[src/rtl/psram_arb_pkg.sv]
// rtl/psram_arb_pkg.sv - shared types, constants and helpers for the PSRAM bus arbiter
// Purpose: FSM state encoding, chip-select bit positions within the byte address,
//          and chip-index extraction helper.
// Ports:   none (package).
package psram_arb_pkg;

  typedef enum logic [1:0] {
    IDLE  = 2'd0,
    ISSUE = 2'd1,
    WAIT  = 2'd2,
    GAP   = 2'd3
  } state_t;

  localparam int PKG_ADDR_WIDTH = 25;
  localparam int CS_IDX_MSB     = 24;
  localparam int CS_IDX_LSB     = 23;

  // Upper two address bits select one of the four 8 MB devices.
  function automatic logic [1:0] cs_idx(input logic [PKG_ADDR_WIDTH-1:0] addr);
    return addr[CS_IDX_MSB:CS_IDX_LSB];
  endfunction

endpackage

[src/rtl/psram_bus_arbiter_if.sv]
// rtl/psram_bus_arbiter_if.sv - requester and PHY signal bundle for the PSRAM bus arbiter
// Purpose: groups the per-requester request/response lines and the PHY command
//          lines. Signal suffixes (_i/_o) are from the arbiter's point of view.
// Modports: slave  - the arbiter (consumes requests, drives the PHY command)
//           master - the environment (requesters and PHY)
interface psram_bus_arbiter_if #(
  parameter int NUM_REQ    = 3,
  parameter int ADDR_WIDTH = 25,
  parameter int DATA_WIDTH = 32
);
  logic [NUM_REQ-1:0]              req_valid_i;
  logic [NUM_REQ-1:0]              req_ready_o;
  logic [NUM_REQ-1:0]              req_we_i;
  logic [NUM_REQ*ADDR_WIDTH-1:0]   req_addr_i;
  logic [NUM_REQ*DATA_WIDTH-1:0]   req_wdata_i;
  logic [NUM_REQ*DATA_WIDTH/8-1:0] req_wstrb_i;
  logic [NUM_REQ-1:0]              rsp_valid_o;
  logic                            rsp_err_o;
  logic [DATA_WIDTH-1:0]           rsp_rdata_o;
  logic                            phy_valid_o;
  logic                            phy_ready_i;
  logic [1:0]                      phy_cs_o;
  logic [ADDR_WIDTH-3:0]           phy_addr_o;
  logic                            phy_we_o;
  logic [DATA_WIDTH-1:0]           phy_wdata_o;
  logic [DATA_WIDTH/8-1:0]         phy_wstrb_o;
  logic                            phy_done_i;
  logic [DATA_WIDTH-1:0]           phy_rdata_i;
  logic                            phy_abort_o;

  modport slave (
    input  req_valid_i, req_we_i, req_addr_i, req_wdata_i, req_wstrb_i,
    input  phy_ready_i, phy_done_i, phy_rdata_i,
    output req_ready_o, rsp_valid_o, rsp_err_o, rsp_rdata_o,
    output phy_valid_o, phy_cs_o, phy_addr_o, phy_we_o, phy_wdata_o, phy_wstrb_o, phy_abort_o
  );

  modport master (
    output req_valid_i, req_we_i, req_addr_i, req_wdata_i, req_wstrb_i,
    output phy_ready_i, phy_done_i, phy_rdata_i,
    input  req_ready_o, rsp_valid_o, rsp_err_o, rsp_rdata_o,
    input  phy_valid_o, phy_cs_o, phy_addr_o, phy_we_o, phy_wdata_o, phy_wstrb_o, phy_abort_o
  );
endinterface

[src/rtl/psram_rr_arb.sv]
// rtl/psram_rr_arb.sv - combinational round-robin picker
// Purpose: selects the first asserted request at or after the pointer, wrapping
//          modulo NUM_REQ.
// Ports:   i_req   request vector
//          i_ptr   highest-priority index
//          o_grant one-hot winner (zero when no request)
//          o_idx   winner index
//          o_any   at least one request present
module psram_rr_arb #(
  parameter int NUM_REQ = 3,
  parameter int PW      = 2
) (
  input  logic [NUM_REQ-1:0] i_req,
  input  logic [PW-1:0]      i_ptr,
  output logic [NUM_REQ-1:0] o_grant,
  output logic [PW-1:0]      o_idx,
  output logic               o_any
);
  int            w_sum;
  logic [PW-1:0] w_k;

  always_comb begin
    o_grant = '0;
    o_idx   = '0;
    o_any   = 1'b0;
    w_sum   = 0;
    w_k     = '0;
    for (int i = 0; i < NUM_REQ; i++) begin
      w_sum = int'(i_ptr) + i;
      if (w_sum >= NUM_REQ) w_sum = w_sum - NUM_REQ;
      w_k = PW'(w_sum);
      if (!o_any && i_req[w_k]) begin
        o_any      = 1'b1;
        o_grant[w_k] = 1'b1;
        o_idx      = w_k;
      end
    end
  end
endmodule

[src/rtl/psram_bus_arbiter.sv]
// rtl/psram_bus_arbiter.sv - round-robin arbiter sharing one quad-SPI PSRAM PHY
// Purpose: grants one requester at a time, latches its command, drives the PHY,
//          returns the completion to the owner, aborts hung transactions and
//          enforces an NSS-high gap between transactions.
// Ports:   clk_i  system clock
//          rst_i  asynchronous active-high reset
//          bus    requester/PHY bundle (slave view)
module psram_bus_arbiter
  import psram_arb_pkg::*;
#(
  parameter int NUM_REQ     = 3,
  parameter int ADDR_WIDTH  = 25,
  parameter int DATA_WIDTH  = 32,
  parameter int CS_GAP_CYC  = 2,
  parameter int TIMEOUT_CYC = 1024
) (
  input logic                clk_i,
  input logic                rst_i,
  psram_bus_arbiter_if.slave bus
);
  localparam int PW       = (NUM_REQ > 1) ? $clog2(NUM_REQ) : 1;
  localparam int TW       = $clog2(TIMEOUT_CYC);
  localparam int GW       = (CS_GAP_CYC > 1) ? $clog2(CS_GAP_CYC) : 1;
  localparam int GAP_LAST = (CS_GAP_CYC > 0) ? CS_GAP_CYC - 1 : 0;
  localparam int SW       = DATA_WIDTH / 8;
  localparam state_t ST_AFTER_RSP = (CS_GAP_CYC > 0) ? GAP : IDLE;

  state_t                r_state, w_next;
  logic [PW-1:0]         r_ptr;
  logic [NUM_REQ-1:0]    r_owner_oh;
  logic [TW-1:0]         r_tmo;
  logic [GW-1:0]         r_gap;
  logic [1:0]            r_cs;
  logic [ADDR_WIDTH-3:0] r_addr;
  logic                  r_we;
  logic [DATA_WIDTH-1:0] r_wdata;
  logic [SW-1:0]         r_wstrb;
  logic [NUM_REQ-1:0]    r_rsp_valid;
  logic                  r_rsp_err;
  logic [DATA_WIDTH-1:0] r_rsp_rdata;

  logic [NUM_REQ-1:0]    w_grant;
  logic [PW-1:0]         w_idx;
  logic                  w_any, w_accept, w_done, w_timeout, w_gap_end;
  logic [ADDR_WIDTH-1:0] w_addr;
  logic                  w_we;
  logic [DATA_WIDTH-1:0] w_wdata;
  logic [SW-1:0]         w_wstrb;

  psram_rr_arb #(.NUM_REQ(NUM_REQ), .PW(PW)) u_rr_arb (
    .i_req   (bus.req_valid_i),
    .i_ptr   (r_ptr),
    .o_grant (w_grant),
    .o_idx   (w_idx),
    .o_any   (w_any)
  );

  assign w_accept  = (r_state == IDLE) && w_any;
  assign w_done    = (r_state == WAIT) && bus.phy_done_i;
  // A done arriving on the last allowed cycle still completes normally.
  assign w_timeout = ((r_state == ISSUE) || (r_state == WAIT)) && !w_done &&
                     (r_tmo == TW'(TIMEOUT_CYC - 1));
  assign w_gap_end = (r_gap == GW'(GAP_LAST));

  // Winner's payload, selected with constant slices by the one-hot grant.
  always_comb begin
    w_addr  = '0;
    w_we    = 1'b0;
    w_wdata = '0;
    w_wstrb = '0;
    for (int i = 0; i < NUM_REQ; i++) begin
      if (w_grant[i]) begin
        w_addr  = bus.req_addr_i[i*ADDR_WIDTH +: ADDR_WIDTH];
        w_we    = bus.req_we_i[i];
        w_wdata = bus.req_wdata_i[i*DATA_WIDTH +: DATA_WIDTH];
        w_wstrb = bus.req_wstrb_i[i*SW +: SW];
      end
    end
  end

  always_ff @(posedge clk_i or posedge rst_i) begin
    if (rst_i) r_state <= IDLE;
    else       r_state <= w_next;
  end

  always_comb begin
    w_next          = r_state;
    // Ready is masked during reset so a held request is never seen as accepted.
    bus.req_ready_o = ((r_state == IDLE) && !rst_i) ? w_grant : '0;
    bus.phy_valid_o = (r_state == ISSUE) && !w_timeout;
    bus.phy_abort_o = w_timeout;
    case (r_state)
      IDLE:    if (w_any) w_next = ISSUE;
      ISSUE:   if (w_timeout) w_next = ST_AFTER_RSP;
               else if (bus.phy_ready_i) w_next = WAIT;
      WAIT:    if (w_done || w_timeout) w_next = ST_AFTER_RSP;
      GAP:     if (w_gap_end) w_next = IDLE;
      default: w_next = IDLE;
    endcase
  end

  always_ff @(posedge clk_i or posedge rst_i) begin
    if (rst_i) begin
      r_ptr       <= '0;
      r_owner_oh  <= '0;
      r_tmo       <= '0;
      r_gap       <= '0;
      r_cs        <= '0;
      r_addr      <= '0;
      r_we        <= 1'b0;
      r_wdata     <= '0;
      r_wstrb     <= '0;
      r_rsp_valid <= '0;
      r_rsp_err   <= 1'b0;
      r_rsp_rdata <= '0;
    end else begin
      if (w_accept) begin
        r_ptr      <= (w_idx == PW'(NUM_REQ - 1)) ? '0 : w_idx + 1'b1;
        r_owner_oh <= w_grant;
        r_cs       <= cs_idx(w_addr);
        r_addr     <= w_addr[ADDR_WIDTH-3:0];
        r_we       <= w_we;
        r_wdata    <= w_wdata;
        r_wstrb    <= w_wstrb;
      end

      if (w_accept) r_tmo <= '0;
      else if ((r_state == ISSUE) || (r_state == WAIT)) r_tmo <= r_tmo + 1'b1;

      if (r_state == GAP) r_gap <= r_gap + 1'b1;
      else                r_gap <= '0;

      // Error and data hold between responses; only the valid pulse clears.
      r_rsp_valid <= '0;
      if (w_done) begin
        r_rsp_valid <= r_owner_oh;
        r_rsp_err   <= 1'b0;
        r_rsp_rdata <= r_we ? '0 : bus.phy_rdata_i;
      end else if (w_timeout) begin
        r_rsp_valid <= r_owner_oh;
        r_rsp_err   <= 1'b1;
        r_rsp_rdata <= '0;
      end
    end
  end

  assign bus.phy_cs_o    = r_cs;
  assign bus.phy_addr_o  = r_addr;
  assign bus.phy_we_o    = r_we;
  assign bus.phy_wdata_o = r_wdata;
  assign bus.phy_wstrb_o = r_wstrb;
  assign bus.rsp_valid_o = r_rsp_valid;
  assign bus.rsp_err_o   = r_rsp_err;
  assign bus.rsp_rdata_o = r_rsp_rdata;
endmodule

[src/flat_wrapper.sv]
// flat-port wrapper written by rule: the top's interface ports become plain ports
module psram_bus_arbiter_flat import psram_arb_pkg::*;
#(
  parameter int NUM_REQ     = 3,
  parameter int ADDR_WIDTH  = 25,
  parameter int DATA_WIDTH  = 32,
  parameter int CS_GAP_CYC  = 2,
  parameter int TIMEOUT_CYC = 1024
)
  (clk_i, rst_i, bus_req_valid_i, bus_req_we_i, bus_req_addr_i, bus_req_wdata_i, bus_req_wstrb_i, bus_phy_ready_i, bus_phy_done_i, bus_phy_rdata_i, bus_req_ready_o, bus_rsp_valid_o, bus_rsp_err_o, bus_rsp_rdata_o, bus_phy_valid_o, bus_phy_cs_o, bus_phy_addr_o, bus_phy_we_o, bus_phy_wdata_o, bus_phy_wstrb_o, bus_phy_abort_o);
  psram_bus_arbiter_if #(.NUM_REQ(NUM_REQ), .ADDR_WIDTH(ADDR_WIDTH), .DATA_WIDTH(DATA_WIDTH)) bus_i ();
  input logic clk_i;
  input logic rst_i;
  input wire logic [$bits(bus_i.req_valid_i)-1:0] bus_req_valid_i;
  input wire logic [$bits(bus_i.req_we_i)-1:0] bus_req_we_i;
  input wire logic [$bits(bus_i.req_addr_i)-1:0] bus_req_addr_i;
  input wire logic [$bits(bus_i.req_wdata_i)-1:0] bus_req_wdata_i;
  input wire logic [$bits(bus_i.req_wstrb_i)-1:0] bus_req_wstrb_i;
  input wire logic [$bits(bus_i.phy_ready_i)-1:0] bus_phy_ready_i;
  input wire logic [$bits(bus_i.phy_done_i)-1:0] bus_phy_done_i;
  input wire logic [$bits(bus_i.phy_rdata_i)-1:0] bus_phy_rdata_i;
  output wire logic [$bits(bus_i.req_ready_o)-1:0] bus_req_ready_o;
  output wire logic [$bits(bus_i.rsp_valid_o)-1:0] bus_rsp_valid_o;
  output wire logic [$bits(bus_i.rsp_err_o)-1:0] bus_rsp_err_o;
  output wire logic [$bits(bus_i.rsp_rdata_o)-1:0] bus_rsp_rdata_o;
  output wire logic [$bits(bus_i.phy_valid_o)-1:0] bus_phy_valid_o;
  output wire logic [$bits(bus_i.phy_cs_o)-1:0] bus_phy_cs_o;
  output wire logic [$bits(bus_i.phy_addr_o)-1:0] bus_phy_addr_o;
  output wire logic [$bits(bus_i.phy_we_o)-1:0] bus_phy_we_o;
  output wire logic [$bits(bus_i.phy_wdata_o)-1:0] bus_phy_wdata_o;
  output wire logic [$bits(bus_i.phy_wstrb_o)-1:0] bus_phy_wstrb_o;
  output wire logic [$bits(bus_i.phy_abort_o)-1:0] bus_phy_abort_o;
  assign bus_i.req_valid_i = bus_req_valid_i;
  assign bus_i.req_we_i = bus_req_we_i;
  assign bus_i.req_addr_i = bus_req_addr_i;
  assign bus_i.req_wdata_i = bus_req_wdata_i;
  assign bus_i.req_wstrb_i = bus_req_wstrb_i;
  assign bus_i.phy_ready_i = bus_phy_ready_i;
  assign bus_i.phy_done_i = bus_phy_done_i;
  assign bus_i.phy_rdata_i = bus_phy_rdata_i;
  assign bus_req_ready_o = bus_i.req_ready_o;
  assign bus_rsp_valid_o = bus_i.rsp_valid_o;
  assign bus_rsp_err_o = bus_i.rsp_err_o;
  assign bus_rsp_rdata_o = bus_i.rsp_rdata_o;
  assign bus_phy_valid_o = bus_i.phy_valid_o;
  assign bus_phy_cs_o = bus_i.phy_cs_o;
  assign bus_phy_addr_o = bus_i.phy_addr_o;
  assign bus_phy_we_o = bus_i.phy_we_o;
  assign bus_phy_wdata_o = bus_i.phy_wdata_o;
  assign bus_phy_wstrb_o = bus_i.phy_wstrb_o;
  assign bus_phy_abort_o = bus_i.phy_abort_o;
  psram_bus_arbiter #(.NUM_REQ(NUM_REQ), .ADDR_WIDTH(ADDR_WIDTH), .DATA_WIDTH(DATA_WIDTH), .CS_GAP_CYC(CS_GAP_CYC), .TIMEOUT_CYC(TIMEOUT_CYC)) u_core (.clk_i(clk_i), .rst_i(rst_i), .bus(bus_i));
endmodule
[config.mk]
export PLATFORM = sky130hd
export DESIGN_NAME = psram_bus_arbiter_flat
export DESIGN_NICKNAME = d
export VERILOG_FILES = /design/src/rtl/psram_arb_pkg.sv /design/src/rtl/psram_bus_arbiter_if.sv /design/src/rtl/psram_rr_arb.sv /design/src/rtl/psram_bus_arbiter.sv /design/src/flat_wrapper.sv
export SDC_FILE = /design/constraint.sdc
export NUM_CORES = 1
export LEC_CHECK = 0
export BUFFER_PORTS_ARGS = -buffer_cell sky130_fd_sc_hd__buf_2
export CORE_AREA = 2 2 127 129
export DETAILED_ROUTE_END_ITERATION = 7
export DIE_AREA = 0 0 129 131
export GPL_ROUTABILITY_DRIVEN = 0
export GPL_TIMING_DRIVEN = 0
export PLACE_DENSITY_LB_ADDON = 0.08
export RECOVER_POWER = 50
export SETUP_SLACK_MARGIN = 0.2
export SLEW_MARGIN = 20
export SYNTH_ARGS = -nofsm -noshare
export SYNTH_HDL_FRONTEND = slang
export SYNTH_SLANG_ARGS = --single-unit
[constraint.sdc]
create_clock -name clk_i -period 9.3 [get_ports clk_i]
set_input_delay 0.465 -clock clk_i [delete_from_list [all_inputs] [get_ports clk_i]]
set_output_delay 0.465 -clock clk_i [all_outputs]
set_load 0.01 [all_outputs]
* After elaboration in Yosys (flattened, before gate mapping)
Cells that the tools add are included.
Widths: inputs -> output; s select.
** Word-level totals
- Register bits :: 116
- Bits in latches :: 0
- Bits in writable memories :: 0
- ROM bits :: 0
- Output and inout bits :: 103
- Logic and storage cells :: 117
- Memories kept :: 0
** Operators by class
- Add/sub/neg operators :: 8
- $mul :: 0
- Divide/modulo/power cells :: 0
- $lt $le $gt $ge :: 9
- Equality and inequality tests :: 9
- Shift-type cells :: 0
- Multiplexer cells :: 54
- Bitwise logic cells :: 2
- Reduce and logical (&&, ||, !) cells :: 22
** Operators by type and width (count)
- $mux 32 :: 6
- $mux 25 :: 3
- $mux 2 :: 12
- $mux 10 :: 2
- $mux 3 :: 6
- $mux 1 :: 15
- $mux 4 :: 3
- $logic_and 1x1->1 :: 11
- $add 10x1->10 const B :: 1
- $eq 10x10->1 const B :: 1
- $lt 2x3->1 const B :: 3
- $pmux 2 s4 :: 1
- $bmux 1 s2 :: 3
- $demux 1 s2 :: 3
- $eq 2x2->1 const B :: 3
- $ge 2x1->1 const B :: 3
- $ge 3x2->1 const B :: 2
- $or 3x3->3 :: 2
- $sub 2x2->2 const B :: 3
- $logic_not 1->1 :: 5
- $ne 2x1->1 const B :: 2
- $reduce_and 4->1 :: 1
- $reduce_bool 2->1 :: 2
- $add 2x1->3 const B :: 1
- other kinds (9) :: 10

* Depth between registers and ports, before layout
- Word-level depth :: 14
- Mapped depth :: 12

* Cells and area by module
Synthesis repeated with hierarchy kept, for this count alone.
** Second synthesis, totals
- Cells, all modules :: 573
- Area, all modules :: 5905.7 um2
** By module, submodules not included
- psram_bus_arbiter :: times used 1, cells an instance 534, area each 5606.6 um2
- psram_rr_arb :: times used 1, cells an instance 39, area each 299.0 um2

* Worst setup path before layout
OpenSTA, ideal clock, no wires.
- Kind :: input-to-output
- From :: in rst_i
- To :: out bus_req_ready_o[2]
- Arrival :: 3.485 ns
- Required time :: 8.835 ns
- Setup slack :: 5.350 ns
- Stages :: 3
- Buffers on the path :: 0
- Path through :: inv_1 -> nand2_1 -> nor2b_1
** Between the ends
- Longest elaborated chain between the ends :: 3
** Ends and longest elaborated chain
- from (decl) :: RTL line flat_wrapper.sv:13 : input logic rst_i;
- $logic_not 1->1 (no line)
- $logic_and 1x1->1 :: RTL line psram_bus_arbiter.sv:89 : bus.req_ready_o = ((r_state == IDLE) && !rst_i) ? w_grant : '0;
- $mux 3 :: RTL line psram_bus_arbiter.sv:89
- to (decl) :: RTL line flat_wrapper.sv:22 : output wire logic [$bits(bus_i.req_ready_o)-1:0] bus_req_ready_o;
No other way between the ends.

==> results.cfg <==
[run_status]
status = complete, but fails checks
violations = capacitance limit, slew limit

[die]
core_um2 = 15600
ios = 328
rows = 46
fp.dieW_um = 129
floorplan.initialDensity = 0.380
die_h_um = 131
dieArea_um2 = 16900

[place]
hpwl_um = 16300
portBuffers = 326
dpl_worst_slack_ps = 6150

[synth]
syn-num-nets = 818
yosysSeqAreaShare = 0.490
synth_cell_types = 56
synth_seq_cells = 116
postSynth.asyncResetShare = 1.00
synth_edf_count = 0
ys_warn_count = 0
yosys_most_used_dff = dfrtp_1
syn_inst = 584
postSynthAreaPerCell_um2 = 10.1
syn_area_um2 = 5930

[route]
drc = 0
drt_iter0_markers = 307
num_vias = 6002
wirelength_um = 20900
detail_route.vias_per_cell = 5.17
ant_nets = 0
routedWlPerCell_um = 18.0
drtPass1Iterations = 5

[final_layout]
fin_nets = 1164
final_cell_mix = 287 x buf_2, 138 x nand2_1, 116 x dfrtp_1
synthToLayoutAreaGrowth_pct = 41.4
utilization = 0.537
final_common_cell = buf_2
layout-drive-gt1-share = 0.372

[grt]
grt_max_degree = 61
grt_usage = 0.239
grt_pass1_vias = 5743
antenna_found_initial = 1
grt_pass1_wl_um = 30800
gr-total-overflow = 0

[setup_path]
rr_endpoint = u_core.bus.phy_addr_o[3]$_DFFE_PP0N_
path_cells = buf_2 > clkinvlp_2 > clkbuf_1
rrSetupSlack_ps = 6170
crit_path_max_incr_delay_ps = 2400
cp_max_fo = 60
r2r_cells = 12
cp.arrival_ps = 4430
worst_path_max_delay_cell = clkbuf_1
crit_family = buffers and inverters
crit_type = in2async
critPathRequiredTime_ps = 9080
crit_path_end_kind = async pin
rr_startpoint = u_core.r_ptr[0]$_DFFE_PP0N_
startpoint_type = input port
path_buf_inv = 3

[power]
leakagePower_nw = 4.12
powerDensity_nw_per_um2 = 349
ir_drop_v = 0.000177

[sta]
drv_slew = 120
setup-tns-final_ps = 0
finClkSkew_ps = 8.25
rsz0062_at_grt = no
finalSetupViolCount = 0
tightest_slew_ps = 3290
min_period_ps = 4650
relSlewSlack = -1.19
max_freq_ghz = 0.215
setup_ws_ps = 4650
hold_viol_final = 0
period_share = 0.500

[clock_tree]
cts_htree_levels = 4
cts_tree = yes
ctsResizeCount = 0
clockRootBuffer = clkbuf_16
clkTransAtPathRegs_ps = 60
insertion_delay_ps = 420
cts_buffers = 17
clockBufferDepth = 2
postCtsSetupBuffers = 0
ctsHoldBuffers = 0
clkSinkCount = 116

[job]
maxCapViolations = 2

[hold_path]
hold_path.class = in2reg
holdPathStages = 2
holdPathEnd = u_core.bus.rsp_rdata_o[14]$_DFFE_PP0P_
worstHoldStart = bus_phy_rdata_i[14]
## registers in the layout, summed over array words and instances (netlist names)
signal and cells:
u_core.r_state 2, u_core.bus.rsp_valid_o 3, u_core.r_owner_oh 3, u_core.bus.rsp_err_o 1, u_core.bus.phy_cs_o 2, u_core.r_tmo 10, u_core.bus.phy_we_o 1, u_core.r_gap 1
u_core.r_ptr 2, u_core.bus.rsp_rdata_o 32, u_core.bus.phy_addr_o 23, u_core.bus.phy_wstrb_o 4, u_core.bus.phy_wdata_o 32
## cells by family (layout without fill, tap and decap cells)
family | after synthesis | in the layout | share of synthesized area
compound gates | 189 | 189 | 0.252
other cells | 0 | 1 | 0
mux | 8 | 8 | 0.0167
flops | 116 | 116 | 0.490
xor+xnor | 9 | 9 | 0.0133
simple gates | 195 | 195 | 0.143
buf+inv | 58 | 417 | 0.0657
fa+ha+maj | 9 | 9 | 0.0190
## cells in the mapped netlist, types with 2 or more instances
cell	count	area (um2)
xnor2_1	4	35.0
a22o_1	33	289
ha_1	9	113
mux2i_1	4	40.0
nand3b_1	2	15.0
nand4_1	3	18.8
dfrtp_1	116	2900
xor2_1	5	43.8
nor2b_1	7	43.8
nand2b_1	5	31.3
nand3_1	3	15.0
buf_6	12	135
clkbuf_1	18	67.6
buf_8	6	90.1
o31ai_1	2	15.0
o21ai_0	68	340
nand4bb_1	2	22.5
a221o_1	63	631
inv_1	9	33.8
buf_2	11	55.1
a21oi_1	6	30.0
nor2_1	24	90.1
and3b_1	2	17.5
nand2_1	138	518
## area by class of cell
class / count / area [um2]
fillers: 1504 / 7220
flip-flops and latches: 116 / 2900
multi-input cells: 410 / 2640
repair buffers: 327 / 1570
clock buffers: 17 / 425
plain buffers: 48 / 352
well taps: 216 / 270
clock inverters: 15 / 183
inverters: 10 / 38.8
diodes: 1 / 2.50
## per-stage QoR
stage | hold WS [ps] | cell area, um2 | cells | total power [W]
3_5_place_dp | 427 | 7860 | 1127 | 0.00229
5_1_grt | 254 | 8380 | 1160 | 0.00314
6_report | 269 | 8380 | 1160 | 0.00293
3_3_place_gp | 418 | 7830 | 1126 | 0.00226
4_1_cts | 125 | 8470 | 1159 | 0.00297
2_1_floorplan | 399 | 5930 | 584 | 0.00177
## how the worst max path moves through the flow
stage	start	end	slack, ps	cells after the start
global route	rst_i	u_core.bus.phy_addr_o[6]$_DFFE_PP0N_	3660	3
CTS	u_core.r_ptr[0]$_DFFE_PP0N_	bus_req_ready_o[2]	5830	10
floorplan	rst_i	bus_req_ready_o[2]	5350	3
finish	rst_i	u_core.bus.phy_addr_o[6]$_DFFE_PP0N_	4650	3
global placement	rst_i	bus_req_ready_o[2]	4100	5
detailed placement	u_core.r_ptr[0]$_DFFE_PP0N_	u_core.bus.phy_addr_o[3]$_DFFE_PP0N_	6150	12
## layer usage
metal	track usage	part of all wire
met1	0.292	0.40
met2	0.406	0.50
met3	0.0708	0.073
met4	0.0786	0.020
met5	0	0
## worst reg2reg max path, stage by stage, from the launching register on
cell	delay, ps
dfrtp_1	400
inv_1	80
ha_1	340
buf_6	150
mux2i_1	210
o22ai_2	120
o31ai_4	490
buf_6	240
buf_2	250
buf_1	450
nand2_1	110
o21ai_0	90
a221o_1	140
## power breakdown
group          leakage (nW)  switching, W  total [W]  internal (W)
combinational          2.33      0.000822    0.00143      0.000609
clock                 0.298      0.000245   0.000668      0.000423
sequential             1.49      0.000114   0.000830      0.000716
(Power assumes the default switching activity.)
